## src/rtl/usb_pkg.sv

```systemverilog
// usb_pkg
// Shared definitions for the usb send path.
//   - BAG_* : 4-bit packet-type codes that requesters put on req_btype.
//   - arbState_t : state encoding of the usb_send_arbiter FSM.
//   - ptrWidth / wrapAdd : small helpers for sizing and walking the
//     requester ring.
package usb_pkg;

  localparam logic [3:0] BAG_NONE   = 4'h0;
  localparam logic [3:0] BAG_INIT   = 4'h1;
  localparam logic [3:0] BAG_DIDX   = 4'h2;
  localparam logic [3:0] BAG_DPARAM = 4'h3;
  localparam logic [3:0] BAG_DDIDX  = 4'h4;
  localparam logic [3:0] BAG_DDATA  = 4'h5;
  localparam logic [3:0] BAG_STATUS = 4'h6;

  typedef enum logic [2:0] {
    ARB_IDLE     = 3'd0,
    ARB_ARB      = 3'd1,
    ARB_SEND     = 3'd2,
    ARB_DONE     = 3'd3,
    ARB_WAIT_LOW = 3'd4,
    ARB_GAP      = 3'd5
  } arbState_t;

  // Bits needed to hold a requester index; never less than one.
  function automatic int ptrWidth(input int n);
    return (n > 1) ? $clog2(n) : 1;
  endfunction

  // (a + b) mod n for a, b already below n.
  function automatic int wrapAdd(input int a, input int b, input int n);
    int s;
    s = a + b;
    return (s >= n) ? s - n : s;
  endfunction

endpackage

```

## src/rtl/usb_rr_pick.sv

```systemverilog
// usb_rr_pick
// Combinational round-robin picker: returns the first active request found
// when walking the ring upward from ptr_i, wrapping at NREQ.
// Ports:
//   req_i   [NREQ-1:0] active requests
//   ptr_i   [PW-1:0]   highest-priority position this round
//   idx_o   [PW-1:0]   chosen requester (0 when valid_o is low)
//   valid_o            at least one request is active
module usb_rr_pick
  import usb_pkg::*;
#(
  parameter int NREQ = 4,
  parameter int PW   = ptrWidth(NREQ)
) (
  input  logic [NREQ-1:0] req_i,
  input  logic [PW-1:0]   ptr_i,
  output logic [PW-1:0]   idx_o,
  output logic            valid_o
);

  logic [PW-1:0] cand;

  // Walk from the farthest ring offset back to offset 0 so the nearest
  // active request to ptr_i is the last one written and therefore wins.
  always_comb begin
    idx_o   = '0;
    valid_o = 1'b0;
    cand    = '0;
    for (int k = NREQ - 1; k >= 0; k--) begin
      cand = PW'(wrapAdd(int'(ptr_i), k, NREQ));
      if (req_i[cand]) begin
        idx_o   = cand;
        valid_o = 1'b1;
      end
    end
  end

endmodule

```

## src/rtl/usb_send_arbiter.sv

```systemverilog
// usb_send_arbiter
// Shares the usb core's single send channel among NREQ requesters with
// round-robin arbitration, a latched packet type and a minimum idle gap
// after every send.
// Ports:
//   clk, rst             clock, asynchronous active-high reset
//   req        [NREQ]    level requests, held until ack
//   req_btype  [4*NREQ]  packet type per requester, slice i = [4i+3:4i]
//   ack        [NREQ]    one-cycle pulse to the served requester
//   busy                 FSM not idle
//   fs_send              send start, high for the whole SEND state
//   send_btype [4]       latched packet type for the usb core
//   fd_send              send done from the usb core
//   err_tout             one-cycle pulse when a send times out
// Optional feature: define SEND_TOUT_EN to abort a send that has not seen
// fd_send within TOUT cycles; without it err_tout is tied low.
module usb_send_arbiter
  import usb_pkg::*;
#(
  parameter int          NREQ = 4,
  parameter logic [7:0]  GAP  = 8'h40,
  parameter logic [15:0] TOUT = 16'hFFFF
) (
  input  logic              clk,
  input  logic              rst,
  input  logic [NREQ-1:0]   req,
  input  logic [4*NREQ-1:0] req_btype,
  output logic [NREQ-1:0]   ack,
  output logic              busy,
  output logic              fs_send,
  output logic [3:0]        send_btype,
  input  logic              fd_send,
  output logic              err_tout
);

  localparam int            PW   = ptrWidth(NREQ);
  localparam logic [PW-1:0] LAST = PW'(NREQ - 1);

  arbState_t     state_q, state_d;
  logic [PW-1:0] ptr_q, ptr_d;
  logic [PW-1:0] idx_q, idx_d;
  logic [3:0]    btype_q, btype_d;
  logic [7:0]    gapCnt_q, gapCnt_d;

  logic [PW-1:0] pickIdx;
  logic          pickValid;
  logic [PW-1:0] nextPtr;
  logic [3:0]    btypeSlice [NREQ];

`ifdef SEND_TOUT_EN
  logic [15:0] toutCnt_q, toutCnt_d;
  logic        errTout_q, errTout_d;
`endif

  usb_rr_pick #(
    .NREQ (NREQ),
    .PW   (PW)
  ) u_pick (
    .req_i   (req),
    .ptr_i   (ptr_q),
    .idx_o   (pickIdx),
    .valid_o (pickValid)
  );

  always_comb begin
    for (int i = 0; i < NREQ; i++) begin
      btypeSlice[i] = req_btype[4*i +: 4];
    end
  end

  // After serving (or timing out) idx_q, the requester just above it gets
  // first priority next round.
  assign nextPtr = (idx_q == LAST) ? '0 : idx_q + 1'b1;

  assign fs_send    = (state_q == ARB_SEND);
  assign busy       = (state_q != ARB_IDLE);
  assign send_btype = btype_q;

  always_comb begin
    ack = '0;
    if (state_q == ARB_DONE) begin
      ack[idx_q] = 1'b1;
    end
  end

  always_ff @(posedge clk or posedge rst) begin
    if (rst) begin
      state_q  <= ARB_IDLE;
      ptr_q    <= '0;
      idx_q    <= '0;
      btype_q  <= 4'b0000;
      gapCnt_q <= 8'd0;
    end else begin
      state_q  <= state_d;
      ptr_q    <= ptr_d;
      idx_q    <= idx_d;
      btype_q  <= btype_d;
      gapCnt_q <= gapCnt_d;
    end
  end

`ifdef SEND_TOUT_EN
  always_ff @(posedge clk or posedge rst) begin
    if (rst) begin
      toutCnt_q <= 16'd0;
      errTout_q <= 1'b0;
    end else begin
      toutCnt_q <= toutCnt_d;
      errTout_q <= errTout_d;
    end
  end

  // Registered so the pulse lands in the first WAIT_LOW cycle after the
  // aborted send, cleanly aligned with the clock.
  assign err_tout = errTout_q;
`else
  logic unusedTout;
  assign unusedTout = ^TOUT;
  assign err_tout   = 1'b0;
`endif

  always_comb begin
    state_d  = state_q;
    ptr_d    = ptr_q;
    idx_d    = idx_q;
    btype_d  = btype_q;
    gapCnt_d = 8'd0;
`ifdef SEND_TOUT_EN
    toutCnt_d = 16'd0;
    errTout_d = 1'b0;
`endif
    case (state_q)
      ARB_IDLE: begin
        if (|req) begin
          state_d = ARB_ARB;
        end
      end
      // A request seen in IDLE may already be gone here; then nothing is
      // latched and the FSM drops back to IDLE.
      ARB_ARB: begin
        if (pickValid) begin
          idx_d   = pickIdx;
          btype_d = btypeSlice[pickIdx];
          state_d = ARB_SEND;
        end else begin
          state_d = ARB_IDLE;
        end
      end
      // fd_send is checked first so a completion coinciding with the
      // timeout is treated as a normal send.
      ARB_SEND: begin
        if (fd_send) begin
          state_d = ARB_DONE;
        end
`ifdef SEND_TOUT_EN
        else if (toutCnt_q == TOUT - 16'd1) begin
          ptr_d     = nextPtr;
          errTout_d = 1'b1;
          state_d   = ARB_WAIT_LOW;
        end else begin
          toutCnt_d = toutCnt_q + 16'd1;
        end
`endif
      end
      ARB_DONE: begin
        ptr_d   = nextPtr;
        state_d = ARB_WAIT_LOW;
      end
      ARB_WAIT_LOW: begin
        if (!fd_send) begin
          state_d = (GAP == 8'd0) ? ARB_IDLE : ARB_GAP;
        end
      end
      ARB_GAP: begin
        if (gapCnt_q == GAP - 8'd1) begin
          state_d = ARB_IDLE;
        end else begin
          gapCnt_d = gapCnt_q + 8'd1;
        end
      end
      default: begin
        state_d = ARB_IDLE;
      end
    endcase
  end

endmodule

```

## config.mk

```make
export PLATFORM = sky130hd
export DESIGN_NAME = usb_send_arbiter
export DESIGN_NICKNAME = d
export VERILOG_FILES = /design/src/rtl/usb_pkg.sv /design/src/rtl/usb_rr_pick.sv /design/src/rtl/usb_send_arbiter.sv
export SDC_FILE = /design/constraint.sdc
export NUM_CORES = 1
export LEC_CHECK = 0
export CAP_MARGIN = 20
export CORE_MARGIN = 5
export CORE_UTILIZATION = 43
export CTS_BUF_LIST = sky130_fd_sc_hd__clkbuf_2
export CTS_CLUSTER_DIAMETER = 60
export DETAILED_ROUTE_END_ITERATION = 16
export MAX_ROUTING_LAYER = met4
export PLACE_DENSITY = 0.77
export SLEW_MARGIN = 10
export SYNTH_ARGS = -nofsm -noshare
export SYNTH_HDL_FRONTEND = slang
export SYNTH_HIERARCHICAL = 1
export SYNTH_SLANG_ARGS = --single-unit
```

## constraint.sdc

```tcl
create_clock -name clk -period 1.7 [get_ports clk]
set_input_delay 0.425 -clock clk [delete_from_list [all_inputs] [get_ports clk]]
set_output_delay 0.425 -clock clk [all_outputs]
set_load 0.05 [all_outputs]
```

After elaboration in Yosys (flattened, before gate mapping)
Index checks and enable logic that the tools add are counted.
{"block": "totals", "inputBits": 23, "register_bits": 19}
{"block": "op_classes", "n_bitwise": 1, "n_addsub": 9, "muxes": 35, "reduce_logical": 6, "n_lt_le_gt_ge": 11, "eq_ne": 11}
{"cell": "2-bit 2-to-1 mux", "n": 10}
{"cell": "3-bit one-hot mux with 6 select lines", "n": 1}
{"cell": "8-bit 2-to-1 mux", "n": 2}
{"cell": "2-bit by 3-bit less-than comparator with 1-bit output (second input constant)", "n": 5}
{"cell": "3-bit greater-or-equal comparator (second input constant)", "n": 4}
{"cell": "3-bit 2-to-1 mux", "n": 4}
{"cell": "4-bit 2-to-1 mux", "n": 3}
{"cell": "1-bit 2-to-1 mux", "n": 9}
{"cell": "8-bit by 1-bit adder with 8-bit output (second input constant)", "n": 1}
{"cell": "1-bit binary-select mux with 2-bit select", "n": 4}
{"cell": "4-bit binary-select mux with 2-bit select", "n": 1}
{"cell": "8-bit by 6-bit equality test with 1-bit output (second input constant)", "n": 1}
{"cell": "2-bit by 1-bit subtractor with 2-bit output (second input constant)", "n": 4}
{"cell": "2-bit by 2-bit adder with 3-bit output (second input constant)", "n": 2}
{"cell": "3-bit by 2-bit equality test with 1-bit output (second input constant)", "n": 2}
{"cell": "3-bit equality test (second input constant)", "n": 2}
{"cell": "2-bit != test (second input constant)", "n": 3}
{"cell": "4-bit AND reduction", "n": 1}
{"cell": "4-bit OR reduction", "n": 1}
{"cell": "2-bit by 1-bit adder with 3-bit output (second input constant)", "n": 1}
{"cell": "3-bit by 1-bit equality test with 1-bit output (second input constant)", "n": 1}
{"cell": "2-bit by 3-bit greater-or-equal comparator with 1-bit output (second input constant)", "n": 1}
{"cell": "3-bit logical NOT", "n": 1}
{"cell": "2-bit NOT with 3-bit output", "n": 1}
{"cell": "8 further kinds", "n": 8}

Logic depth before layout (Yosys ltp)
{"block": "depth", "depth_word": 13, "depth_mapped": 6, "depth_no_buf": 5}

By module
Netlist, hierarchy kept.
{"mod": "usb_send_arbiter", "n_inst": 1, "cells_each": 94, "seq_area_each_um2": 475.5, "area_per_inst_um2": 1042.2}
{"mod": "usb_rr_pick", "n_inst": 1, "cells_each": 13, "seq_area_each_um2": 0.0, "area_per_inst_um2": 77.6}

Least setup slack after synthesis
No wires, ideal clock.
{"block": "synth_path", "path_kind": "register -> output", "start": "reg state_q[0]", "end": "out fs_send", "path_buffers": 1, "t_arrival_ns": 1.715, "setup_slack_ns": -0.440, "stages_incl_launch_ff": 3, "path_cell_list": "dfrtp_1 > clkbuf_1 > nor3b_1"}
{"block": "synth_between", "elab_chain_len": 1}
{"item": "start, declared", "line": "usb_send_arbiter.sv:39", "text": "arbState_t state_q, state_d;"}
{"item": "start signal, assigned", "line": "usb_send_arbiter.sv:94", "text": "state_q <= state_d;"}
{"item": "3-bit by 2-bit equality test with 1-bit output", "line": "usb_send_arbiter.sv:75", "text": "assign fs_send = (state_q == ARB_SEND);"}
{"item": "end, declared", "line": "usb_send_arbiter.sv:30", "text": "output logic fs_send,"}
Every way passes these cells.

Worst setup path after layout
{"block": "layout_path", "start": "in req[1]", "end": "reg btype_q[0], in the netlist send_btype[0]"}
{"block": "layout_between", "elab_chain_len": 10, "elab_cells_between_ends": 21, "classes_between": "19 x mux; 1 x bitwise; 1 x reduce/logical"}
{"item": "start, declared", "line": "usb_send_arbiter.sv:26", "text": "input logic [NREQ-1:0] req,"}
{"item": "1-bit binary-select mux with 2-bit select", "line": "usb_rr_pick.sv:31", "text": "if (req_i[cand]) begin"}
{"item": "1-bit 2-to-1 mux (not written as such)", "line": "usb_rr_pick.sv:31"}
{"item": "2-bit 2-to-1 mux (3 in a row)", "line": "usb_rr_pick.sv:31"}
{"item": "2-bit 2-to-1 mux (*)", "line": "usb_rr_pick.sv:31"}
{"item": "named net pickIdx[1]", "line": "usb_send_arbiter.sv:45", "text": "logic [PW-1:0] pickIdx;"}
{"item": "2-bit NOT with 3-bit output (not written as such) (*)", "line": "usb_send_arbiter.sv:143", "text": "btype_d = btypeSlice[pickIdx];"}
{"item": "4-bit binary-select mux with 2-bit select (*)", "line": "usb_send_arbiter.sv:143"}
{"item": "4-bit 2-to-1 mux (not written as such) (*) (2 in a row)", "line": "usb_send_arbiter.sv:143"}
{"item": "end signal, assigned", "line": "usb_send_arbiter.sv:97", "text": "btype_q <= btype_d;"}
{"item": "end, declared", "line": "usb_send_arbiter.sv:42", "text": "logic [3:0] btype_q, btype_d;"}
The timed path passes the listed nets; every way through them passes the cells marked *. The select of a mux whose other input is x is not followed.
A chain may end at the register's enable or synchronous reset.

==> impl_results.rst <==
.. list-table::
   :header-rows: 1

   * - Metric
     - Value
   * - Via count of the first global-routing pass
     - 996
   * - Critical Path, Cell by Cell
     - clkdlybuf4s50_1 -> buf_4 -> nor3b_2 -> a211oi_1 -> nor2_1 -> buf_4 -> mux4_2 -> mux2_2
   * - Seq cells post-synth
     - 19
   * - Global routing met2 resource utilization
     - 27.8%
   * - Nets
     - 186
   * - Maximum number of pins on one net before global-route repair
     - 20
   * - Delay of the slowest cell on the worst path
     - 0.50 ns
   * - Height of the chip
     - 61.0 µm
   * - Max-slew violation total from the final report
     - 0
   * - Post-synthesis instance total
     - 107
   * - Starting utilization of the core area
     - 45.2%
   * - Die outline width
     - 61.0 µm
   * - Biggest fanout along the worst timing path
     - 5
   * - Met3 Resource Use GR
     - 3.77%
   * - Met1 track utilization from global routing
     - 19.4%
   * - DPL Wire Length
     - 2070 µm
   * - Area grow syn2layout
     - 52.6%
   * - Clock tree from TritonCTS
     - yes
   * - Kind of critical path
     - in -> reg
   * - Worst slack, placed
     - -0.619 ns
   * - Critical Path Slowest Stage Cell
     - sky130_fd_sc_hd__clkdlybuf4s50_1
   * - Final routed DRC violation total
     - 0
   * - Post-synthesis cell area
     - 1120 µm²
   * - Achievable clock frequency
     - 0.504 GHz
   * - Clock Latency Late Sink
     - 0.31 ns
   * - RSZ-0062 raised after global routing
     - yes
   * - Unique masters post-synth
     - 34
   * - Number of input and output port buffers inserted
     - 32
   * - Clock transition time at the flip-flop clock pins of the worst setup and hold paths
     - 0.20 ns
   * - Count of cells along the worst register-to-register path
     - 6
   * - Static Leakage
     - 0.751 nW
   * - Register-to-register setup slack
     - -0.28 ns
   * - Final clock period utilization by the worst path
     - 117%
   * - Detailed-router iteration count before antenna repair
     - 4
   * - Final setup fails
     - 13
   * - Cell repeated most along the worst path
     - sky130_fd_sc_hd__buf_4
   * - I/O pins
     - 34
   * - Count of clock tree sinks
     - 19
   * - Total of max-cap violations
     - 0
   * - Wire length reported by the detailed router
     - 2940 µm
   * - Total number of H-tree levels
     - 1
   * - Fraction of the core area covered by cells at the end of the flow
     - 69.0%
   * - Outcome
     - finished with violations
   * - Sort of element at the end of the critical path
     - flip-flop
   * - Total clock buffers created by CTS
     - 3
   * - Startpoint of the most critical setup path
     - req[1]
   * - Hold Violations, Final
     - 0
   * - Root Buffer Master
     - sky130_fd_sc_hd__clkbuf_2
   * - Number of routed nets with antenna violations
     - 0
   * - Initial detailed-routing violation count
     - 45
   * - Type of element launching the critical path
     - input port
   * - Final clock skew
     - 0.0246 ns
   * - Antenna violations before repair
     - 0
   * - Via count
     - 988
   * - Number of synthesis warnings
     - 6
   * - Post-route setup TNS
     - -1.88 ns
   * - First-pass GRT wire length
     - 4330 µm
   * - Gpl congestion
     - 0.789
   * - Startpoint of the worst-slack reg-to-reg timing path
     - ptr_q[1]
   * - Final Hold Slack
     - 0.398 ns
   * - Global route total overflow
     - 0
   * - Placement Rows
     - 18
   * - Post-synth net total
     - 135
   * - Die Area
     - 3720 µm²
   * - Sequential element share of the synthesized area
     - 42.5%
   * - Hold buffer count at cts
     - 0
   * - Most utilized layer in the global route result
     - met2
   * - Final worst slack
     - -0.284 ns
   * - Power per standard cell area
     - 1420 nW/µm²
   * - Clock period minus worst slack
     - 1.98 ns
   * - Worst vdd rail ir drop
     - 0.992 mV
   * - Routed wirelength normalized by instance count
     - 15.7 µm
   * - R2R Path End
     - send_btype[0]
   * - Share of layout cells above drive strength 1
     - 36.9%
   * - Number of antenna cells inserted
     - 0
   * - Violations in the final reports
     - negative setup slack
   * - Overall Global Routing Usage
     - 16.1%
   * - Maximum buffer depth of the clock tree
     - 2
   * - Vias per cell
     - 5.28
   * - Required time at the endpoint of the critical path
     - 1.90 ns
   * - Tightest Hold Check Type
     - in -> async
   * - Synth Area per Inst
     - 10.5 µm²
   * - Crit path capture
     - send_btype[0]
   * - Critical Path AT
     - 2.18 ns
   * - Area inside the core boundary
     - 2480 µm²
## stage by stage
step / instance area [µm²] / instances / power [W]
3_3_place_gp: 1590 / 178 / 0.00194
2_1_floorplan: 1130 / 107 / 0.00151
5_1_grt: 1710 / 187 / 0.00254
6_report: 1710 / 187 / 0.00242
4_1_cts: 1640 / 184 / 0.00224
3_5_place_dp: 1590 / 178 / 0.00198
## synthesized netlist by cell type, drive strengths merged
master / number / area (µm²)
and2: 6 / 37.5
nand2: 12 / 45.0
inv: 3 / 11.3
or4: 2 / 15.0
nor2b: 1 / 6.26
and3b: 2 / 17.5
or3: 2 / 12.5
mux2: 5 / 56.3
mux2i: 1 / 10.0
conb: 1 / 3.75
or2: 2 / 12.5
nor3b: 2 / 15.0
and4bb: 1 / 12.5
buf: 3 / 20.0
xnor2: 2 / 17.5
ha: 5 / 62.6
o31ai: 4 / 30.0
clkbuf: 1 / 3.75
nand3b: 1 / 7.51
o21ai: 4 / 20.0
dfrtp: 19 / 475
mux4: 4 / 90.1
nor3: 2 / 10.0
xor2: 1 / 8.76
nor2: 8 / 30.0
nand2b: 2 / 12.5
nand3: 3 / 20.0
a211oi: 2 / 20.0
a21oi: 4 / 20.0
or4b: 1 / 10.0
a31oi: 1 / 6.26
## cell families (layout without fill, tap and decap cells)
kind of cell	count (synthesis)	after routing	share of synthesized area [%]
AND/OR/NAND/NOR	47	47	23.6
XOR/XNOR	3	3	2.35
buffers and inverters	7	57	3.13
other	1	1	0.335
multiplexers	10	10	14.0
flip-flops	19	19	42.5
AO/OA/AOI/OAI	15	15	8.60
adder cells (fa/ha/maj)	5	5	5.59
## report_power, final
part,total (W),switching [W],internal [W]
registers,0.000739,0.000148,0.000591
logic,0.00149,0.000744,0.000741
clock network,0.000199,0.000137,0.0000623
## sequential cells by signal (all words and copies together) (netlist names)
register,count
ptr_q,2
idx_q,2
send_btype,4
state_q,3
gapCnt_q,8
## layer usage
metal	wire, µm	part of all wire (%)
met4	17	0.58
met2	1600	54
met3	141	4.8
met5	0	0
met1	1180	40
## worst max-delay path, delay by kind of cell
family	cells	cell delay (ns)
buffers and inverters	3	0.79
muxes	2	0.56
AOI/OAI and AO/OA	1	0.26
and+or+nand+nor	2	0.13
## cell type report
class                      instances  area (µm²)
sequential                        19         478
tap                               30        37.5
clock buffer                       4        20.0
multi-input combinational         81         661
timing repair buffer              50         502
inverter                           3        11.3
fill                             193         768
## how the worst min path moves through the flow
stage,to,slack (ns),cells after the start,start
5_1_grt,idx_q[1],0.41,3,rst
3_5_place_dp,gapCnt_q[0],0.47,1,gapCnt_q[0]
4_1_cts,idx_q[1],0.41,3,rst
2_1_floorplan,gapCnt_q[0],0.38,1,rst
6_report,gapCnt_q[7],0.40,3,rst
3_3_place_gp,gapCnt_q[0],0.47,1,gapCnt_q[0]
## cell usage in the layout, fill, tap and decap left out, types with 2 or more instances in the layout
| cell | count |
|---|---|
| sky130_fd_sc_hd__inv_1 | 2 |
| sky130_fd_sc_hd__mux2_4 | 2 |
| sky130_fd_sc_hd__or4_1 | 2 |
| sky130_fd_sc_hd__buf_4 | 19 |
| sky130_fd_sc_hd__ha_1 | 5 |
| sky130_fd_sc_hd__and2_4 | 4 |
| sky130_fd_sc_hd__a21oi_1 | 3 |
| sky130_fd_sc_hd__and2_1 | 2 |
| sky130_fd_sc_hd__o21ai_0 | 4 |
| sky130_fd_sc_hd__o31ai_1 | 4 |
| sky130_fd_sc_hd__buf_12 | 5 |
| sky130_fd_sc_hd__nand2_1 | 12 |
| sky130_fd_sc_hd__clkbuf_2 | 4 |
| sky130_fd_sc_hd__buf_6 | 2 |
| sky130_fd_sc_hd__mux2_2 | 3 |
| sky130_fd_sc_hd__dlygate4sd2_1 | 2 |
| sky130_fd_sc_hd__or2_2 | 2 |
| sky130_fd_sc_hd__clkdlybuf4s50_1 | 20 |
| sky130_fd_sc_hd__nor2_1 | 8 |
| sky130_fd_sc_hd__nor3_1 | 2 |
| sky130_fd_sc_hd__xnor2_1 | 2 |
| sky130_fd_sc_hd__nand3_1 | 2 |
| sky130_fd_sc_hd__dfrtp_1 | 17 |
| sky130_fd_sc_hd__mux4_2 | 4 |
| sky130_fd_sc_hd__dfrtp_2 | 2 |
## repair_timing
item | in CTS | in global routing
resized for setup | 7 | 14
pin swaps | 2 | 6
setup buffers | 2 | 3
setup endpoints to repair | 10 | 13
No activity file was read; power rests on OpenSTA's default activity.
